## src/rtl/channel_interleaver.sv

```systemverilog
// rtl/channel_interleaver.sv - bit-serial row-in/column-out block interleaver, single-buffered.
// Define CHINTLV_COL_PERM_EN to bit-reverse the column read order.
module channel_interleaver #(
  parameter int ROWS = 3,
  parameter int COLS = 16
) (
  input  logic clk,
  input  logic reset,
  input  logic in_bit,
  input  logic in_valid,
  input  logic in_start,
  output logic in_ready,
  output logic y,
  output logic y_valid,
  output logic out_done
);

  localparam int N  = ROWS * COLS;
  localparam int CW = $clog2(N);
  localparam int CB = $clog2(COLS);
  localparam int RW = (ROWS > 1) ? $clog2(ROWS) : 1;

  typedef enum logic {FILL, DRAIN} state_t;

  state_t          state, state_nxt;
  logic [N-1:0]    mem;
  logic [CW-1:0]   wcnt;
  logic [CW-1:0]   waddr;
  logic [RW-1:0]   rcnt;
  logic [CB-1:0]   ccnt;
  logic [CB-1:0]   pcol;
  logic [CW-1:0]   raddr;
  logic            accept;
  logic            fill_last;
  logic            issue;
  logic            rd_last;

`ifdef CHINTLV_COL_PERM_EN
  function automatic logic [CB-1:0] bit_rev(input logic [CB-1:0] v);
    logic [CB-1:0] r;
    r = '0;
    for (int i = 0; i < CB; i++) r[i] = v[CB-1-i];
    return r;
  endfunction

  assign pcol = bit_rev(ccnt);
`else
  assign pcol = ccnt;
`endif

  assign raddr   = CW'(int'(rcnt) * COLS + int'(pcol));
  assign rd_last = (rcnt == RW'(ROWS - 1)) && (ccnt == CB'(COLS - 1));
  assign waddr   = in_start ? '0 : wcnt;

  always_ff @(posedge clk or negedge reset) begin
    if (!reset) state <= FILL;
    else        state <= state_nxt;
  end

  // The read of j=0 is issued on the same edge that accepts the last bit,
  // so the first output lands in the cycle right after that accept.
  always_comb begin
    state_nxt = state;
    in_ready  = (state == FILL);
    accept    = 1'b0;
    fill_last = 1'b0;
    issue     = 1'b0;
    case (state)
      FILL: begin
        accept    = in_valid;
        fill_last = in_valid & ~in_start & (wcnt == CW'(N - 1));
        issue     = fill_last;
        if (fill_last) state_nxt = DRAIN;
      end
      DRAIN: begin
        issue = ~out_done;
        if (out_done) state_nxt = FILL;
      end
      default: state_nxt = FILL;
    endcase
  end

  always_ff @(posedge clk) begin
    if (accept) mem[waddr] <= in_bit;
  end

  always_ff @(posedge clk or negedge reset) begin
    if (!reset) begin
      wcnt     <= '0;
      rcnt     <= '0;
      ccnt     <= '0;
      y        <= 1'b0;
      y_valid  <= 1'b0;
      out_done <= 1'b0;
    end else begin
      if (accept) begin
        if (in_start)                  wcnt <= CW'(1);
        else if (wcnt == CW'(N - 1))   wcnt <= '0;
        else                           wcnt <= wcnt + CW'(1);
      end
      if (issue) begin
        y        <= mem[raddr];
        y_valid  <= 1'b1;
        out_done <= rd_last;
        // Column wraps naturally at COLS, leaving both counters at 0 for the next frame.
        if (rcnt == RW'(ROWS - 1)) begin
          rcnt <= '0;
          ccnt <= ccnt + CB'(1);
        end else begin
          rcnt <= rcnt + RW'(1);
        end
      end else begin
        y        <= 1'b0;
        y_valid  <= 1'b0;
        out_done <= 1'b0;
      end
    end
  end

endmodule
```

## config.mk

```make
export PLATFORM = sky130hd
export DESIGN_NAME = channel_interleaver
export DESIGN_NICKNAME = d
export VERILOG_FILES = /design/src/rtl/channel_interleaver.sv
export SDC_FILE = /design/constraint.sdc
export NUM_CORES = 1
export LEC_CHECK = 0
export ABC_AREA = 0
export CAP_MARGIN = 20
export CORE_UTILIZATION = 55
export DETAILED_ROUTE_END_ITERATION = 12
export GPL_ROUTABILITY_DRIVEN = 0
export PLACE_DENSITY = 0.74
export SYNTH_ARGS = -nofsm -noshare
export SYNTH_HDL_FRONTEND = slang
export SYNTH_SLANG_ARGS = --single-unit
```

## constraint.sdc

```tcl
create_clock -name clk -period 3 [get_ports clk]
set_input_delay 0.3 -clock clk [delete_from_list [all_inputs] [get_ports clk]]
set_output_delay 0.3 -clock clk [all_outputs]
set_load 0.01 [all_outputs]
```

**Word level (Yosys, flattened, before mapping)**

Cells that the tools add are included.

- Output and inout port bits: 4
- Word-level logic and storage cells: 43
- Bits of input ports: 5
- Register bits: 64

- Bitwise gates (word level): 5
- Reduce and logical (&&, ||, !) cells: 3
- $add $sub $neg: 4
- Eq/ne operators: 3
- $lt $le $gt $ge: 3
- Multiplexer cells: 17

Operators with widths:

| kind | number |
|---|---|
| bitwise mux 48 bit | 1 |
| 2-to-1 mux 6 bit | 3 |
| < comparator 6 x 7 -> 1 bit, second input constant | 2 |
| 2-to-1 mux 1 bit | 8 |
| adder 6 x 1 -> 6 bit, second input constant | 1 |
| adder 6 x 4 -> 6 bit | 1 |
| binary-select mux 1 bit (select 6 bit) | 1 |
| demux 1 bit (select 6 bit) | 1 |
| == test 6 bit, second input constant | 1 |
| greater-or-equal comparator 6 x 1 -> 1 bit, second input constant | 1 |
| adder 4 x 1 -> 4 bit, second input constant | 1 |
| == test 4 bit, second input constant | 1 |
| one-hot mux 1 bit (2 select lines) | 2 |
| inverter 1 bit | 3 |
| adder 2 x 1 -> 2 bit, second input constant | 1 |
| AND 1 bit | 2 |
| == test 2 bit, second input constant | 1 |
| logical AND 1 bit | 2 |
| 2-to-1 mux 2 bit | 1 |
| AND reduction 2 bit | 1 |

**Longest topological paths before layout**

Gate-level depths: netlist (run 1).

- Depth after elaboration: 6
- Depth in mapped cells: 6
- Gate-level depth less buffers: 5

**Least setup slack after synthesis (run 1)**

Ideal clock, no wire load.

- Path kind: reg-to-reg
- Start: register wcnt[1]
- End: register ccnt[2]
- Path slack: 1.227 ns
- Buffers on the path: 0
- Setup time: 0.124 ns
- Arrival time: 1.649 ns
- Period minus slack after synthesis: 1.773 ns
- Cell stages (with the launch flop): 6
- Required time: 2.876 ns
- Cells stage by stage: dfrtp_1 ha_1 nand3_1 o41a_1 or3b_1 xnor2_1

- Word-level cells in the longest chain between the ends: 4

RTL lines:

| item | line | text |
|---|---|---|
| start: declaration | 27 | `logic [CW-1:0] wcnt;` |
| start signal: assignment | 99 | `else wcnt <= wcnt + CW'(1);` |
| == test 6 bit | 71 | `fill_last = in_valid & ~in_start & (wcnt == CW'(N - 1));` |
| AND 1 bit | 71 |  |
| one-hot mux 1 bit (2 select lines) | 68 | `case (state)` |
| AND reduction 2 bit (no line) | -- |  |
| end signal: assignment | 108 | `ccnt <= ccnt + CB'(1);` |
| end: declaration | 30 | `logic [CB-1:0] ccnt;` |

No other way between the ends.
A chain may end at the register's enable or synchronous reset.

**Final worst setup path (run 1)**

- Start: register wcnt[0]
- End: register ccnt[2]

The elaborated chain is that of the path after synthesis.

==> flow_summary.json, run 1 <==
{
  "clk_path_buf_depth": 2,
  "power_density_mw_per_mm2": 612,
  "cts.clk_slew.worst_paths_ns": 0.07,
  "antenna_found_initial": 0,
  "initial_core_util": 0.573,
  "syn-cell-area_sq_mm": 0.00294,
  "ctsResizeCount": 0,
  "slew_headroom": 0.552,
  "worstSetupPathType": "reg2reg",
  "synthToLayoutAreaGrowth_pct": 11.6,
  "cp.arrival_ns": 2.32,
  "yosysUniqueCellTypes": 37,
  "wl_per_cell_um": 17.1,
  "setup_viol": 0,
  "yosys.cell_count.top_type": "nor2_1",
  "worstPathRequired_ns": 3.22,
  "cts_tree": "done",
  "die_area_sq_mm": 0.00565,
  "synth.top_cell.area_share": 0.490,
  "coreArea_sq_mm": 0.00514,
  "synth_nets": 235,
  "synth-compound-area-share": 0.0527,
  "die_x_um": 75.1,
  "hold_class": "in2async",
  "worst_setup_path_start_kind": "flop",
  "multi_input_area_sq_mm": 0.00106,
  "drv_slew": 0,
  "synthTopCellsByArea": "edfxtp_1, dfrtp_1, mux4_1",
  "fin_nets": 248,
  "max-cap-violations": 0,
  "ctsRootBufferMaster": "clkbuf_8",
  "tightestPinTransition_ns": 0.669,
  "synth_xor_xnor_area_share": 0.00893,
  "cts_setup_buffers": 0,
  "ioPinCount": 9,
  "yosys_warnings": 0,
  "htree_levels": 3,
  "synth_seq_cells": 63,
  "synth_flop_cell": "edfxtp_1",
  "clock_sinks": 63,
  "via_count": 1832,
  "drtIter0Drc": 144,
  "finalCritPeriodShare": 0.699,
  "drive_above_1_share": 0.0894,
  "synthArstFlopShare": 0.238,
  "seqCellArea_sq_mm": 0.00182,
  "grt_pass1_vias": 1753,
  "highest_layer": "met4",
  "fp.dieH_um": 75.1,
  "cp_max_fo": 11,
  "post-route-drc-count": 0,
  "synthMuxAreaShare": 0.122,
  "fill_cells": 413,
  "clkLatencyLatePin_ns": 0.35,
  "synth_edf_count": 48,
  "rsz0062_at_grt": "no",
  "finalHoldViolCount": 0,
  "rows": 26,
  "finalHoldWorstSlack_ns": 0.368,
  "vias_per_cell": 5.80,
  "overflow": 0,
  "wl_met2_um": 2600,
  "ant_nets": 0,
  "synth_commonest_cells": "nor2_1, edfxtp_1, nand2_1",
  "max_freq_mhz": 477,
  "ys_seq_area_frac": 0.617,
  "fin_util": 0.639,
  "wl_met3_um": 269,
  "cts_hold_buffers": 0,
  "synth_cells": 228,
  "status": "finished, final reports clean",
  "clock_skew_ns": 0.0110,
  "grt_pass1_wl_um": 8670,
  "synth_fa_ha_area_frac": 0.00850,
  "synthSimpleGateAreaFrac": 0.167,
  "post_synth.cell_area_avg_sq_um": 12.9,
  "setup_tns_ns": 0,
  "io_buffers": 8,
  "peakVddDrop_uv": 337,
  "yosys.area.top_type": "edfxtp_1",
  "p_leak_nw": 1.13,
  "dp_hpwl_um": 3650,
  "period_needed_ns": 2.10,
  "dr.pass1.iters": 4,
  "numCtsBuffers": 9,
  "cp-end-kind": "flop",
  "grt_max_degree": 49,
  "synth_top_family_by_area": "simple AND/OR/NAND/NOR gates",
  "grtUsageTotal": 0.221,
  "drt_wl_total_um": 5410,
  "wl_met1_um": 2420,
  "n_antenna_cell": 0
}
area by class of cell:
type / count / area share
multi-input cells: 154 / 0.322
clock buffers: 10 / 0.0389
flip-flops and latches: 63 / 0.553
well taps: 70 / 0.0267
inverters: 2 / 0.00229
repair buffers: 11 / 0.0312
clock inverters: 6 / 0.0259
metrics by stage:
| stage | std cells | setup WS, ns | area (sq um) | power (mW) |
|---|---|---|---|---|
| floorplan | 228 | 1.23 | 2940 | 1.18 |
| global placement | 300 | 0.754 | 3070 | 1.23 |
| detailed placement | 300 | 0.715 | 3070 | 1.24 |
| CTS | 316 | 0.911 | 3280 | 2.02 |
| global route | 316 | 0.752 | 3280 | 2.10 |
| finish | 316 | 0.903 | 3280 | 2.01 |
cell usage in the layout (no fill, tap or decap), drive strengths merged, types with 2 or more instances in the layout:
cell and count:
bufinv 2, a22oi 6, dfrtp 15, nor3 6, a21o 2, clkdlybuf4s50 8, a21oi 3, ha 2
nand2b 5, nor2 55, clkinvlp 2, nand2 18, inv 2, nand3 9, buf 3, edfxtp 48
a211oi 2, clkinv 2, mux4 12, mux2 3, clkbuf 10, xor2 2, o21ai 6, nor2b 10
sequential cells by signal, summed over array words and instances (netlist names):
name and cells:
y 1, mem 48, ccnt 4, state 1, out_done 1, rcnt 2
wcnt 6
cell families (layout without fill, tap and decap cells):
| kind of cell | count (synthesis) | in the layout |
|---|---|---|
| buffers and inverters | 11 | 29 |
| adder cells (fa/ha/maj) | 2 | 2 |
| AO/OA/AOI/OAI | 23 | 23 |
| multiplexers | 16 | 16 |
| XOR/XNOR | 3 | 3 |
| flip-flops | 63 | 63 |
| AND/OR/NAND/NOR | 110 | 110 |
routing by layer:
| layer | GRT usage | up-vias |
|---|---|---|
| met1 | 0.302 | 909 |
| met4 | 0.0988 | 0 |
| li1 | - | 868 |
| met5 | 0 | - |
| met3 | 0.0616 | 12 |
| met2 | 0.332 | 43 |
power breakdown:
group,internal (mW),total (mW),switching (mW)
sequential,0.975,1.03,0.0552
combinational,0.0722,0.191,0.119
clock,0.464,0.788,0.323
total,1.51,2.01,0.497
worst max-delay path, stage by stage, from the launching register on:
cell and delay (ns):
dfrtp_1 0.54, ha_1 0.25, nand3_1 0.15, o41a_1 0.46
or3b_1 0.44, xnor2_1 0.14
final timing paths:
path	start	end	slack (ns)	cells after the start
setup / recovery	wcnt[0]	ccnt[2]	0.90	5
hold / removal	reset	wcnt[0]	0.37	1
setup reg to reg	wcnt[0]	ccnt[2]	0.90	5
hold reg to reg	ccnt[3]	ccnt[3]	0.54	1
max in group asynchronous	reset	wcnt[3]	2.21	1
min in group clk	ccnt[3]	ccnt[3]	0.54	1
No activity file was read; power rests on OpenSTA's default activity.
==> run 2, diff against run 1 <==
Clock period 3 ns to 2.2 ns, I/O delays scaled along.
==> run 2 against run 1 <==
  * Combinational power is 50% higher
  * Sequential cell count stayed put
  * Die area stayed put
  * Sequential power is 36% higher
  * Routed wire length is 4.2% higher
  * Clock power is 35% higher
  * Non-clock buffer count is 6 higher
  * Critical path depth stayed put
==> flow_summary.json, run 2 (synthesis gave the netlist of run 1 again) <==
{
  "max-cap-violations": 0,
  "clkLatencyLatePin_ns": 0.34,
  "top_regs": "mem (48), wcnt (6), ccnt (4)",
  "wl_per_cell_um": 17.5,
  "overflow": 0,
  "drtIter0Drc": 139,
  "initial_core_util": 0.573,
  "use_met1": 0.320,
  "dpl_cell_area_sq_mm": 0.00313,
  "setup_viol": 0,
  "die_x_um": 75.1,
  "antenna_found_initial": 0,
  "regMostFlops": "mem",
  "r2r_setup_slack_ns": 0.31,
  "fp.dieH_um": 75.1,
  "clk_path_buf_depth": 2,
  "worst_setup_path_start_kind": "flop",
  "combinationalPowerShare": 0.105,
  "status": "finished, final reports clean",
  "peakVddDrop_uv": 460,
  "ioPinCount": 9,
  "coreArea_sq_mm": 0.00514,
  "cp_max_fo": 15,
  "p_leak_nw": 1.16,
  "grt_use_met3": 0.0656,
  "drt_wl_total_um": 5630,
  "drv_slew": 0,
  "power_density_mw_per_mm2": 824,
  "cts.clk_slew.worst_paths_ns": 0.07,
  "final_cell_mix": "nor2_1, edfxtp_1, nand2_1, dfrtp_1, mux4_1",
  "worstSetupPathType": "reg2reg",
  "finalCritPeriodShare": 0.859,
  "regToRegStartpoint": "ccnt[0]",
  "worstPathRequired_ns": 2.42,
  "htree_levels": 3,
  "die_area_sq_mm": 0.00565,
  "internal-power_mw": 2.07,
  "rows": 26,
  "rsz0062_at_grt": "no",
  "cp.arrival_ns": 2.11,
  "rr_endpoint": "y",
  "grt_pass1_vias": 1847,
  "synthToLayoutAreaGrowth_pct": 13.3,
  "final_area_sq_mm": 0.00333,
  "cts_tree": "done",
  "final_common_cell": "nor2_1",
  "cp-end-kind": "flop",
  "seqPwrFrac": 0.510,
  "net-switching-power_mw": 0.675,
  "post-route-drc-count": 0,
  "io_buffers": 8,
  "ctsRootBufferMaster": "clkbuf_8",
  "tightestPinTransition_ns": 0.720,
  "period_needed_ns": 1.89,
  "slew_headroom": 0.515,
  "max_freq_mhz": 529,
  "via_count": 1864,
  "sw_frac_of_total": 0.246,
  "ant_nets": 0,
  "cts_setup_buffers": 0,
  "grtUsageTotal": 0.239,
  "setup_tns_ns": 0,
  "n_antenna_cell": 0,
  "reg2regPathDepth": 5,
  "finalHoldViolCount": 0,
  "clock_skew_ns": 0.00919,
  "dr.pass1.iters": 4,
  "largest_reg_flops": 48,
  "ctsResizeCount": 0,
  "clock_sinks": 63,
  "cts_hold_buffers": 0,
  "grt_pass1_wl_um": 9320,
  "fin_nets": 254,
  "grt_max_degree": 49,
  "grt-busiest-layer": "met2",
  "vias_per_cell": 5.79,
  "hold_class": "in2async",
  "drive_above_1_share": 0.0992,
  "dp_hpwl_um": 3830,
  "use_met2": 0.367,
  "numCtsBuffers": 9,
  "clkPwrFrac": 0.385
}
run 2: power groups by stage:
stage                     Combinational, mW  Sequential [mW]  Clock, mW
after floorplan                       0.220             1.38          0
after global placement                0.278             1.42          0
after detailed placement              0.285             1.42          0
after CTS                             0.287             1.40       1.07
after global routing                  0.328             1.41       1.12
final                                 0.287             1.40       1.06
run 2: stage by stage:
stage | util | instances | hold slack, ns | total power [mW] | setup WS [ns]
6_report | 0.648 | 322 | 0.281 | 2.75 | 0.310
5_1_grt | 0.648 | 322 | 0.335 | 2.86 | 0.188
4_1_cts | 0.648 | 322 | 0.305 | 2.75 | 0.299
3_5_place_dp | 0.609 | 306 | 0.522 | 1.71 | 0.269
3_3_place_gp | 0.609 | 306 | 0.516 | 1.70 | 0.298
2_1_floorplan | - | 228 | -0.0756 | 1.60 | 0.427
run 2: worst max-delay path by stage:
stage	endpoint	cells after the start	start	slack (ns)
floorplan	ccnt[2]	5	wcnt[1]	0.43
global placement	ccnt[2]	4	in_start	0.30
detailed placement	mem[40]	5	in_start	0.27
CTS	y	4	ccnt[1]	0.30
global route	y	4	ccnt[1]	0.19
finish	y	5	ccnt[0]	0.31
run 2: final cells by class:
cell class / instances / area, sq um
Clock buffer: 11 / 131
Inverter: 2 / 7.51
Timing Repair Buffer: 17 / 160
Clock inverter: 5 / 72.6
Fill cell: 440 / 1810
Tap cell: 70 / 87.6
Sequential cell: 63 / 1820
Multi-Input combinational cell: 154 / 1060
run 2: metal layers:
metal / wire length, um / share of wire
met1: 2590 / 0.46
met2: 2670 / 0.47
met3: 244 / 0.043
met4: 132 / 0.023
met5: 0 / 0
run 2: critical path: stages, from the launching register on:
cell,delay [ns]
dfrtp_1,0.37
buf_12,0.16
mux4_1,0.60
a22oi_1,0.19
a21oi_1,0.11
o31a_1,0.31
==> run 3, diff against run 2 <==
--- a/config.mk
+++ b/config.mk
@@ -10,2 +10,3 @@
 export CORE_UTILIZATION = 55
+export CTS_CLUSTER_SIZE = 8
 export DETAILED_ROUTE_END_ITERATION = 12
--- a/constraint.sdc
+++ b/constraint.sdc
@@ -3,2 +3,2 @@
 set_output_delay 0.22 -clock clk [all_outputs]
-set_load 0.01 [all_outputs]
+set_load 0.05 [all_outputs]
==> results of run 3 <==
Same layout as run 2 (identical final DEF). Status: finished, final reports clean.
